===== config.mk =====
export PLATFORM = sky130hd
export DESIGN_NAME = instr_encoder
export DESIGN_NICKNAME = d
export VERILOG_FILES = /design/src/rtl/instr_encoder.sv
export SDC_FILE = /design/constraint.sdc
export NUM_CORES = 1
export LEC_CHECK = 0
export CORE_MARGIN = 2
export CORE_UTILIZATION = 51
export DETAILED_ROUTE_END_ITERATION = 6
export GPL_TIMING_DRIVEN = 0
export PLACE_DENSITY = 0.86
export SYNTH_ARGS = -nofsm -noshare
export SYNTH_HDL_FRONTEND = slang
export SYNTH_SLANG_ARGS = --single-unit

===== constraint.sdc =====
create_clock -name clk -period 3.7 [get_ports clk]
set_clock_uncertainty 0.1 [all_clocks]
set_input_delay 0.37 -clock clk [delete_from_list [all_inputs] [get_ports clk]]
set_output_delay 0.37 -clock clk [all_outputs]
set_load 0.01 [all_outputs]

===== src/rtl/instr_encoder.sv =====
// Host-side instruction encoder: turns op requests (single ops and LOADI16 macros) into
// 16-bit instruction words for the instruction memory write port, using valid/ready on both sides.
module instr_encoder #(
    parameter int CNT_W = 16
) (
    input  logic             clk,
    input  logic             rst,
    input  logic             req_valid,
    output logic             req_ready,
    input  logic             req_loadi,
    input  logic [3:0]       req_opcode,
    input  logic [3:0]       req_rd,
    input  logic [3:0]       req_rs1,
    input  logic [3:0]       req_rs2,
    input  logic [15:0]      req_imm,
    output logic             instr_valid,
    input  logic             instr_ready,
    output logic [15:0]      instr,
    output logic             instr_last,
    output logic             err_illegal,
    output logic [CNT_W-1:0] words_issued,
    output logic [CNT_W-1:0] reqs_done
);

    localparam logic [1:0] IDLE    = 2'd0;
    localparam logic [1:0] EMIT    = 2'd1;
    localparam logic [1:0] EMIT_LO = 2'd2;
    localparam logic [1:0] EMIT_HI = 2'd3;

    localparam logic [3:0] OP_LIL = 4'b0101;
    localparam logic [3:0] OP_LIH = 4'b0110;

    logic [1:0]       state_q, state_d;
    logic [15:0]      instr_q, instr_d;
    logic [15:0]      hiWord_q, hiWord_d;
    logic             errIllegal_q, errIllegal_d;
    logic [CNT_W-1:0] wordsIssued_q, wordsIssued_d;
    logic [CNT_W-1:0] reqsDone_q, reqsDone_d;

    logic handshake;
    logic accept;
    logic illegalOp;

    assign instr_valid  = (state_q != IDLE);
    assign instr_last   = (state_q == EMIT) || (state_q == EMIT_HI);
    assign instr        = instr_q;
    assign err_illegal  = errIllegal_q;
    assign words_issued = wordsIssued_q;
    assign reqs_done    = reqsDone_q;

    // A new request may enter in the same cycle the final word of the previous one hands off.
    assign handshake = instr_valid & instr_ready;
    assign req_ready = (state_q == IDLE) | (instr_valid & instr_last & instr_ready);
    assign accept    = req_valid & req_ready;

    always_comb begin
        illegalOp = 1'b0;
        if (!req_loadi) begin
            case (req_opcode)
                4'b0111, 4'b1001, 4'b1010, 4'b1011, 4'b1100: illegalOp = 1'b1;
                default:                                     illegalOp = 1'b0;
            endcase
        end
    end

    always_comb begin
        state_d       = state_q;
        instr_d       = instr_q;
        hiWord_d      = hiWord_q;
        errIllegal_d  = 1'b0;
        wordsIssued_d = wordsIssued_q;
        reqsDone_d    = reqsDone_q;

        if (handshake) begin
            wordsIssued_d = wordsIssued_q + CNT_W'(1);
            if (instr_last) begin
                reqsDone_d = reqsDone_q + CNT_W'(1);
            end
            if (state_q == EMIT_LO) begin
                state_d = EMIT_HI;
                instr_d = hiWord_q;
            end else begin
                state_d = IDLE;
            end
        end

        // LIL/LIH single ops share the R-type bit layout, since imm8 = {rs1, rs2}.
        if (accept) begin
            if (req_loadi) begin
                state_d  = EMIT_LO;
                instr_d  = {OP_LIL, req_rd, req_imm[7:0]};
                hiWord_d = {OP_LIH, req_rd, req_imm[15:8]};
            end else if (illegalOp) begin
                state_d      = IDLE;
                errIllegal_d = 1'b1;
            end else begin
                state_d = EMIT;
                instr_d = {req_opcode, req_rd, req_rs1, req_rs2};
            end
        end
    end

    always_ff @(posedge clk or posedge rst) begin
        if (rst) begin
            state_q       <= IDLE;
            instr_q       <= '0;
            hiWord_q      <= '0;
            errIllegal_q  <= 1'b0;
            wordsIssued_q <= '0;
            reqsDone_q    <= '0;
        end else begin
            state_q       <= state_d;
            instr_q       <= instr_d;
            hiWord_q      <= hiWord_d;
            errIllegal_q  <= errIllegal_d;
            wordsIssued_q <= wordsIssued_d;
            reqsDone_q    <= reqsDone_d;
        end
    end

endmodule

---- After elaboration in Yosys (flattened, before gate mapping) ----
Index checks and enable logic that the tools add are counted.
Widths: inputs -> output; s select.
word-level totals
  register bits after elaboration ......... 64
  bits of input ports ..................... 37
  word-level logic and storage cells ...... 43
operators by class
  add/subtract/negate cells ............... 2
  equal/unequal tests ..................... 8
  muxes and demuxes ....................... 15
  bitwise operators ....................... 5
  reductions and logical operators ........ 7
operator list
  kind                   count
  $mux 16                5
  $add 16x1->16 const B  2
  $eq 4x4->1 const B     4
  $mux 2                 4
  $mux 1                 6
  $reduce_or 5->1        1
  $and 1x1->1            4
  $eq 2x2->1 const B     2
  $eq 4x3->1 const B     1
  $reduce_and 2->1       2
  $reduce_bool 2->1      2
  $eq 2x1->1 const B     1
  $logic_not 2->1        1
  $logic_or 1x1->1       1
  $or 1x1->1             1

---- Logic depth before layout (Yosys ltp) ----
Gate-level depths: netlist of run 1.
  depth in word-level cells ............... 7
  mapped depth ............................ 8
  depth with buffers taken out ............ 5

---- Worst setup path before layout of run 1 ----
Ideal clock, no wire load.
  path type ............................... input to register
  start ................................... input port req_opcode[0]
  end ..................................... register instr_q[10] (netlist: instr[10])
  setup time .............................. 0.125 ns
  arrival time ............................ 1.498 ns
  slack ................................... 1.977 ns
  stages on the path ...................... 5
  path through ............................ and4bb_2 > nor4_4 > o21a_1 > buf_6 > mux2_2
between the ends
  word-level cells in the longest chain between the ends .. 7
ends and longest elaborated chain
  what                                             RTL line  source
  from (decl)                                      11        input logic [3:0] req_opcode,
  $eq 4x3->1 / $eq 4x4->1 (equally long branches)  59        case (req_opcode)
  $reduce_or 5->1 *                                59
  $mux 1 *                                         59
  $mux 1 *                                         58        if (!req_loadi) begin
  $mux 16 *                                        93        end else if (illegalOp) begin
  $mux 16 *                                        89        if (req_loadi) begin
  $mux 16 *                                        88        if (accept) begin
  named net instr_d[10]                            34        logic [15:0] instr_q, instr_d;
  to (signal assigned)                             113       instr_q <= instr_d;
  to (decl)                                        34
The timed path passes the listed nets; every way through them passes the cells marked *.
A chain may end at the register's enable or synchronous reset.

---- Worst setup path after layout of run 1 ----
  start ................................... register state_q[0]
  end ..................................... output port req_ready
between the ends
  word-level cells in the longest chain between the ends .. 5
ends and longest elaborated chain
  what                                             RTL line  source
  from (decl)                                      33        logic [1:0] state_q, state_d;
  from (signal assigned)                           112       state_q <= state_d;
  $eq 2x1->1 / $eq 2x2->1 (equally long branches)  45        assign instr_last = (state_q == EMIT) || (state_q == EMIT_HI);
  $logic_or 1x1->1                                 45
  $and 1x1->1 (2 in a row)                         53        assign req_ready = (state_q == IDLE) | (instr_valid & instr_last & instr_ready);
  $or 1x1->1 *                                     53
  to (decl)                                        9         output logic req_ready,
Every way passes the cells marked *; elsewhere a longest branch is shown, timed or not.

==> results.md, run 1 <==
- Setup bufs post-CTS: 0
- Final setup vio count: 0
- Vias in the first global route: 2334
- Post-Route Setup TNS: 0 ps
- Maximum clock frequency: 0.458 GHz
- Run status: completed
- Final nets: 387
- Leak: 1.88 nW
- DP Wirelength: 4480 um
- Total core area: 0.00557 mm2
- DRC viols: 0
- Cts bufs inserted: 9
- Setup CP Type: reg2out
- Gpl congestion: 0.806
- Final slew viol count: 0
- Die area: 0.00651 mm2
- Fillers: 401
- Remaining Overflow, GRT: 0
- Antenna viol nets, final: 0
- Max_slew headroom: 55.8%
- Unrepaired setup endpoints after global routing: no
- Post-CTS resize count: 0
- Met3 usage: 6.85%
- HP Class: in2reg
- Longest Clk Path Bufs: 2
- Via density per instance: 5.23
- Vias: 2222
- Busiest grt layer: met2
- Io pins: 89
- Power Density: 660 mW/mm2
- Syn-to-layout area delta: 39.6%
- Largest net degree at the start of global routing: 34
- CP max FO: 10
- Yosys top cell area share: 53.4%
- Placement Cell Area: 0.00398 mm2
- Hold path cells: 3
- Die H: 80.7 um
- Syn nets: 288
- CTS tree: yes
- Clock slew at reported path FFs: 80 ps
- Met1 Use GR: 27.4%
- Max cap viols: 0
- Root buf cell: clkbuf_8
- Number of synthesized flops with an enable pin: 0
- Largest area contributor in the netlist: dfrtp_1
- Global Route Usage Sum: 21.8%
- Synthesized area: 0.00300 mm2
- Number of buffers added on ports: 87
- Final Cycle Share: 59.0%
- Synth area leaders: dfrtp_1, mux2_2, xnor2_1
- VDD IR max: 442 uV
- DRT iter0 DRCs: 85
- Avg Synthesized Cell Area: 12.0 um2
- Post-route cell area: 0.00418 mm2
- Post-route core utilization: 75.1%
- Final min period: 2180 ps
- Critical Path AT: 1710 ps
- YS warnings: 0
- Die W: 80.7 um
- Async SR Flop Fraction: 100%
- Starting Density: 53.8%
- Synth Register Bits: 64
- Initial antenna violation count: 0
- Layout cells sized above 1: 19.3%
- Sequential share of the synthesized area: 53.4%
- Reg2reg path depth: 4
- Per-cell routed wire length: 15.0 um
- Ys flop type: dfrtp_1
- Cts hold-fix bufs: 0
- Antenna Cells: 0
- Gate Count Post-Synth: 249
- Grt met2 use: 35.5%
- Total power: 2.76 mW
- Final hold vios: 0
- Num Clock Sinks: 64
- Routed wire length: 6390 um
- Worst setup EP type: output pin
- Critical path startpoint category: register
- Count of cell types in the netlist: 41
- Critical Path RT: 3230 ps
- First-pass GRT wire length: 10800 um
- Row cnt: 27
- Hold WS: 295 ps
- Worst skew pair latency: 340 ps
- Worst-margin pin slew: 662 ps
- H-Tree Depth: 3
- DRT Pass-1 Iters: 4
cells in the final DEF (no fill, tap or decap), drive strengths merged, types with 3 or more instances in the layout:
master / count
clkinvlp: 4
dfrtp: 64
nor4: 3
nand4: 7
or2: 3
buf: 9
nand3: 11
o221ai: 8
a21oi: 3
nor2: 10
clkdlybuf4s50: 87
mux2: 21
xnor2: 19
inv: 15
xor2: 11
and3: 4
clkbuf: 11
mux2i: 8
nand2: 26
routing by layer:
metal,vias to the layer above,wire [um]
met1,1076,2730
li1,1061,-
met2,76,3130
met4,0,76
met5,-,0
met3,9,447
power breakdown:
| part | switching (mW) | internal (mW) | leakage [nW] |
|---|---|---|---|
| registers | 0.173 | 0.923 | 0.813 |
| clock network | 0.282 | 0.330 | 0.0907 |
| logic | 0.424 | 0.629 | 0.975 |
| total | 0.880 | 1.88 | 1.88 |
Yosys cell counts (all sizes together), types with 2 or more instances:
cell     n
dfrtp   64
nand2   26
mux2    21
xnor2   19
inv     15
nand3   11
xor2    11
nor2    10
buf      8
mux2i    8
o221ai   8
nand4    7
and3     4
a21oi    3
nor4     3
or2      3
and2     2
and3b    2
and4     2
ha       2
nand3b   2
o22a     2
o22ai    2
state kept, by name, summed over array words and instances, names as in the netlist:
name and cells:
err_illegal 1, state_q 2, reqs_done 16, words_issued 16, hiWord_q 13, instr 16
cells by family (layout without fill, tap and decap cells):
kind of cell               Yosys count  count (layout)  synth area share (%)
AOI/OAI and AO/OA                   22              22                  7.52
xor gates and xnor gates            30              30                  8.77
adders and majority gates            2               2                 0.835
buffers and inverters               24             128                  4.43
DFF                                 64              64                  53.4
muxes                               29              29                  10.6
and+or+nand+nor                     78              78                  14.4
per-stage QoR:
stage	std cells	setup slack, ps
floorplan	249	1630
global placement	408	546
detailed placement	409	1360
CTS	425	1490
global route	425	1420
finish	425	1520
final timing paths:
kind | startpoint | to | slack, ps
max | state_q[0]$_DFFE_PP0P_ | req_ready | 1520
min | instr_ready | words_issued[0]$_DFFE_PP0N_ | 290
max reg2reg | words_issued[5]$_DFFE_PP0N_ | words_issued[15]$_DFFE_PP0N_ | 1870
min reg2reg | reqs_done[15]$_DFFE_PP0P_ | reqs_done[15]$_DFFE_PP0P_ | 380
max in group asynchronous | rst | instr[10]$_DFF_PP0_ | 2550
min in group asynchronous | rst | words_issued[13]$_DFFE_PP0N_ | 350
worst max-delay path, stage by stage, from the launching register on:
cell	delay [ps]
dfrtp_1	370
buf_4	160
nor2_1	140
inv_1	110
nand2_1	70
clkdlybuf4s50_1	530
area by class of cell:
| type | instances | area (um2) | area share (%) |
|---|---|---|---|
| clock inverters | 6 | 68.8 | 1.64 |
| clock buffers | 10 | 138 | 3.29 |
| flip-flops and latches | 64 | 1600 | 38.3 |
| multi-input cells | 161 | 1260 | 30.2 |
| repair buffers | 88 | 891 | 21.3 |
| inverters | 15 | 56.3 | 1.35 |
| well taps | 72 | 90.1 | 2.15 |
| plain buffers | 9 | 76.3 | 1.82 |
Power figures use the tool's default switching activity.
==> run 2: changes to the inputs <==
CORE_UTILIZATION = 47   (was 51)
PLACE_DENSITY = 0.8   (was 0.86)
clock period = 2.1 ns   (was 3.7 ns; I/O delays follow)
==> results.md, run 2 (synthesis results as in run 1) <==
- Gpl congestion: 0.749
- Max cap viols: 0
- Global Route Usage Sum: 19.8%
- Largest net degree at the start of global routing: 37
- Via density per instance: 5.11
- Switching share of power: 31.2%
- DRT iter0 DRCs: 73
- Power Density: 1160 mW/mm2
- CP max FO: 10
- Crit-path cells: buf_4 > nor2_2 > inv_1 > nand2_1 > clkdlybuf4s50_1
- Cts bufs inserted: 9
- Run status: completed
- Number of buffers added on ports: 87
- Die area: 0.00703 mm2
- Hold WS: 138 ps
- VDD IR max: 834 uV
- DRT Pass-1 Iters: 4
- Worst setup EP type: output pin
- Maximum clock frequency: 0.500 GHz
- Critical Path AT: 1690 ps
- Vias in the first global route: 2302
- Final hold vios: 0
- Initial antenna violation count: 0
- Critical Path RT: 1790 ps
- Layout cells sized above 1: 18.7%
- DP Wirelength: 4670 um
- Final setup vio count: 0
- P_int: 3.35 mW
- Most common cell after layout, fill and taps aside: clkdlybuf4s50_1
- Comb pwr share: 38.4%
- Antenna Cells: 0
- Io pins: 89
- Worst-margin pin slew: 640 ps
- Longest Clk Path Bufs: 2
- Die W: 83.9 um
- Per-cell routed wire length: 14.8 um
- First-pass GRT wire length: 11000 um
- Leak: 1.89 nW
- Final slew viol count: 0
- WP buf/inv: 3
- Remaining Overflow, GRT: 0
- Dpl cells: 414
- Die H: 83.9 um
- CP max stage delay: 530 ps
- Setup bufs post-CTS: 0
- Total core area: 0.00624 mm2
- Syn-to-layout area delta: 39.7%
- Family with the most delay on the worst path: buffers and inverters
- Starting Density: 48.0%
- Final Cycle Share: 95.3%
- CTS tree: yes
- Clock Power Share: 22.1%
- Row cnt: 29
- Commonest cells after routing, fill and taps aside: clkdlybuf4s50_1, dfrtp_1, nand2_1
- Worst skew pair latency: 340 ps
- Routed wire length: 6380 um
- Final cell count without fillers: 430
- Unrepaired setup endpoints after global routing: no
- Num Clock Sinks: 64
- Root buf cell: clkbuf_8
- Clock slew at reported path FFs: 70 ps
- Cts hold-fix bufs: 0
- Final nets: 387
- HP Class: in2reg
- Max_slew headroom: 57.3%
- Vias: 2199
- H-Tree Depth: 3
- DRC viols: 0
- Slowest cell on crit path: clkdlybuf4s50_1
- Critical path startpoint category: register
- Antenna viol nets, final: 0
- Final min period: 2000 ps
- NetSw: 1.52 mW
- Post-CTS resize count: 0
- Sequential share of power: 39.5%
- Setup CP Type: reg2out
[run 2: cell types whose count changed in the layout (fill, tap and decap cells not counted), sizes merged]
cell,before,now
clkbuf,11,15
clkinvlp,4,1
clkinv,1,0
[run 2: layout make-up]
class / instances / area (um2)
plain buffers: 9 / 76.3
clock buffers: 14 / 163
clock inverters: 2 / 37.5
fillers: 499 / 2050
inverters: 15 / 56.3
multi-input cells: 161 / 1260
flip-flops and latches: 64 / 1600
well taps: 77 / 96.3
repair buffers: 88 / 891
[run 2: metrics by stage]
stage	area [um2]	setup slack, ps	util [%]	setup TNS, ps	total power [mW]
final	4190	98.2	67.1	0	4.87
after global routing	4190	13.3	67.1	0	5.16
after CTS	4180	32.8	67.0	0	4.92
after detailed placement	3980	-125	63.8	-873	3.84
after global placement	3960	-928	63.5	-59540	3.76
after floorplan	3000	192	-	0	2.95
[run 2: final timing paths]
path	slack [ps]	endpoint	from	depth (start not counted)
worst max-delay path	100	req_ready	state_q[0]$_DFFE_PP0P_	5
worst min-delay path	140	state_q[1]$_DFFE_PP0P_	instr_ready	4
worst max register to register	280	instr[9]$_DFF_PP0_	state_q[0]$_DFFE_PP0P_	7
worst min register to register	380	hiWord_q[13]$_DFFE_PP0P_	hiWord_q[13]$_DFFE_PP0P_	1
max in group asynchronous	1110	words_issued[8]$_DFFE_PP0N_	rst	3
min in group asynchronous	170	instr[4]$_DFF_PP0_	rst	2
[run 2: worst min-delay path: cells and delay by family]
kind            cells  cell delay [ps]
buf+inv             1              140
compound gates      2              130
simple gates        1               50
[run 2: metal layers]
metal | part of all wire [%] | vias up | GRT usage (%) | wire (um)
li1 | - | 1069 | - | -
met1 | 44 | 1057 | 24.1 | 2800
met2 | 48 | 64 | 33.5 | 3080
met3 | 6.3 | 9 | 5.54 | 401
met4 | 1.7 | 0 | 7.92 | 106
met5 | 0 | - | 0 | 0
[run 2: power by group through the flow]
| stage | registers [mW] | logic [mW] | clock network, mW |
|---|---|---|---|
| floorplan | 2.01 | 0.950 | 0 |
| global placement | 1.93 | 1.83 | 0 |
| detailed placement | 1.95 | 1.89 | 0 |
| CTS | 1.93 | 1.90 | 1.09 |
| global route | 1.98 | 2.02 | 1.16 |
| finish | 1.93 | 1.87 | 1.08 |
==> run 3: changes to the inputs <==
ABC_AREA = 1   (was not set)
CAP_MARGIN = 40   (was not set)
CORE_UTILIZATION = 48   (was 47)
==> results.md, run 3 <==
- DRC viols: 0
- Worst setup EP type: output pin
- Worst Setup SP: state_q[0]$_DFFE_PP0P_
- Final slew viol count: 0
- Critical Path Sink: req_ready
- Power Density: 1070 mW/mm2
- Unrepaired setup endpoints after global routing: no
- DP Wirelength: 5590 um
- Global Route Usage Sum: 21.2%
- Commonest cells after routing, fill and taps aside: nand2_1, clkdlybuf4s50_1, dfrtp_1
- DRT iter0 DRCs: 95
- Post-Route Setup TNS: 0 ps
- FF-to-FF End: instr[3]$_DFF_PP0_
- Max_slew headroom: 64.0%
- Critical Path AT: 1600 ps
- Root buf cell: clkbuf_8
- Synth area leaders: dfrtp_1, nand2_1, inv_1
- Final hold vios: 0
- Leak: 2.17 nW
- Yosys top cell area share: 49.3%
- Ys flop type: dfrtp_1
- Critical Path RT: 1790 ps
- Die H: 86.3 um
- HP Class: in2async
- Syn nets: 443
- Hold WS: 135 ps
- Largest net degree at the start of global routing: 41
- Total core area: 0.00646 mm2
- Setup bufs post-CTS: 0
- Vias in the first global route: 2802
- Maximum clock frequency: 0.524 GHz
- Final Cycle Share: 90.8%
- Vias: 2838
- Worst-margin pin slew: 539 ps
- Count of cell types in the netlist: 31
- Layout cells sized above 1: 9.23%
- CP max FO: 8
- Gate Count Post-Synth: 404
- Number of buffers added on ports: 88
- Initial antenna violation count: 0
- CTS tree: yes
- Row cnt: 29
- Longest Clk Path Bufs: 2
- Synth cell count leaders: nand2_1, dfrtp_1, inv_1
- Number of synthesized flops with an enable pin: 0
- Reg2reg path depth: 8
- DRT Pass-1 Iters: 4
- Final setup vio count: 0
- Most common cell after layout, fill and taps aside: nand2_1
- Starting Density: 50.3%
- Critical path startpoint category: register
- Fillers: 551
- Worst reg2reg setup slack: 470 ps
- Die W: 86.3 um
- Largest area contributor in the netlist: dfrtp_1
- Clock slew at reported path FFs: 70 ps
- Run status: completed
- Async SR Flop Fraction: 100%
- Final nets: 543
- Slowest cell on crit path: clkdlybuf4s50_1
- Avg Synthesized Cell Area: 8.04 um2
- Total power: 4.75 mW
- Reg2Reg Launch Point: state_q[0]$_DFFE_PP0P_
- Cts bufs inserted: 9
- Die area: 0.00744 mm2
- Antenna viol nets, final: 0
- VDD IR max: 549 uV
- Via density per instance: 4.84
- Worst skew pair latency: 340 ps
- YS warnings: 0
- Syn-to-layout area delta: 36.6%
- Synth Register Bits: 64
- Remaining Overflow, GRT: 0
- H-Tree Depth: 3
- Final min period: 1910 ps
- First-pass GRT wire length: 12500 um
- Post-CTS resize count: 0
- Synthesized area: 0.00325 mm2
- Crit-path cells: nand2_2 > nand2_1 > clkdlybuf4s50_1
- Max cap viols: 0
- Num Clock Sinks: 64
- CP max stage delay: 530 ps
- Count leader, synth: nand2_1
- Routed wire length: 7370 um
- Per-cell routed wire length: 12.6 um
- Antenna Cells: 0
- Setup CP Type: reg2out
- Io pins: 89
- Sequential share of the synthesized area: 49.3%
- Gpl congestion: 0.806
- Cts hold-fix bufs: 0
[run 3: cell count changes after synthesis, sizes merged, moves of 10 or more]
cell   delta
nand2   +118
inv      +46
o21ai    +30
mux2     -20
nor2     +20
nand3    +12
xnor2    -10
[run 3: layout make-up]
class / instances / area (um2) / share of cell area (%)
Buffer: 9 / 67.6 / 1.52
Clock buffer: 12 / 165 / 3.72
Clock inverter: 4 / 27.5 / 0.620
Inverter: 61 / 229 / 5.16
Multi-Input combinational cell: 270 / 1350 / 30.4
Sequential cell: 64 / 1600 / 36.1
Tap cell: 77 / 96.3 / 2.17
Timing Repair Buffer: 89 / 901 / 20.3
[run 3: worst min-delay path by stage]
stage                                         from                      endpoint
after floorplan                         req_imm[8]       hiWord_q[0]$_DFFE_PP0P_
after detailed placement  hiWord_q[13]$_DFFE_PP0P_      hiWord_q[13]$_DFFE_PP0P_
after global routing                           rst  words_issued[15]$_DFFE_PP0N_
final                                          rst  words_issued[15]$_DFFE_PP0N_
after CTS                                      rst  words_issued[15]$_DFFE_PP0N_
after global placement    hiWord_q[13]$_DFFE_PP0P_      hiWord_q[13]$_DFFE_PP0P_
[run 3: per-layer routing]
layer,wire length (um),global-route usage (%),share of wire [%]
met2,3640,36.5,49
met1,3280,26.4,44
met3,395,5.33,5.4
met4,55,6.39,0.75
met5,0,0,0
[run 3: critical path: cells and delay by family, from the launching register on]
kind                   cells  cell delay [ps]
DFF                        1              440
buffers and inverters      1              530
and+or+nand+nor            2              290
[run 3: logic make-up (layout without fill, tap and decap cells)]
kind of cell / Yosys count / after routing / synth area share (%)
muxes: 1 / 1 / 0.347
xor gates and xnor gates: 19 / 19 / 5.12
buffers and inverters: 70 / 175 / 9.13
and+or+nand+nor: 215 / 215 / 30.2
DFF: 64 / 64 / 49.3
adders and majority gates: 2 / 2 / 0.770
AOI/OAI and AO/OA: 33 / 33 / 5.16
[run 3: stage by stage]
stage	instance area, um2	worst slack [ps]	std cells	util (%)
finish	4440	193	586	68.7
global route	4440	123	586	68.7
CTS	4440	160	586	68.7
detailed placement	4250	227	570	65.7
global placement	4230	-887	569	65.4
floorplan	3250	192	404	-
[run 3: power by group]
group          internal (mW)  switching, mW
registers               1.61          0.274
clock network          0.523          0.484
logic                  0.914          0.946
total                   3.05           1.70
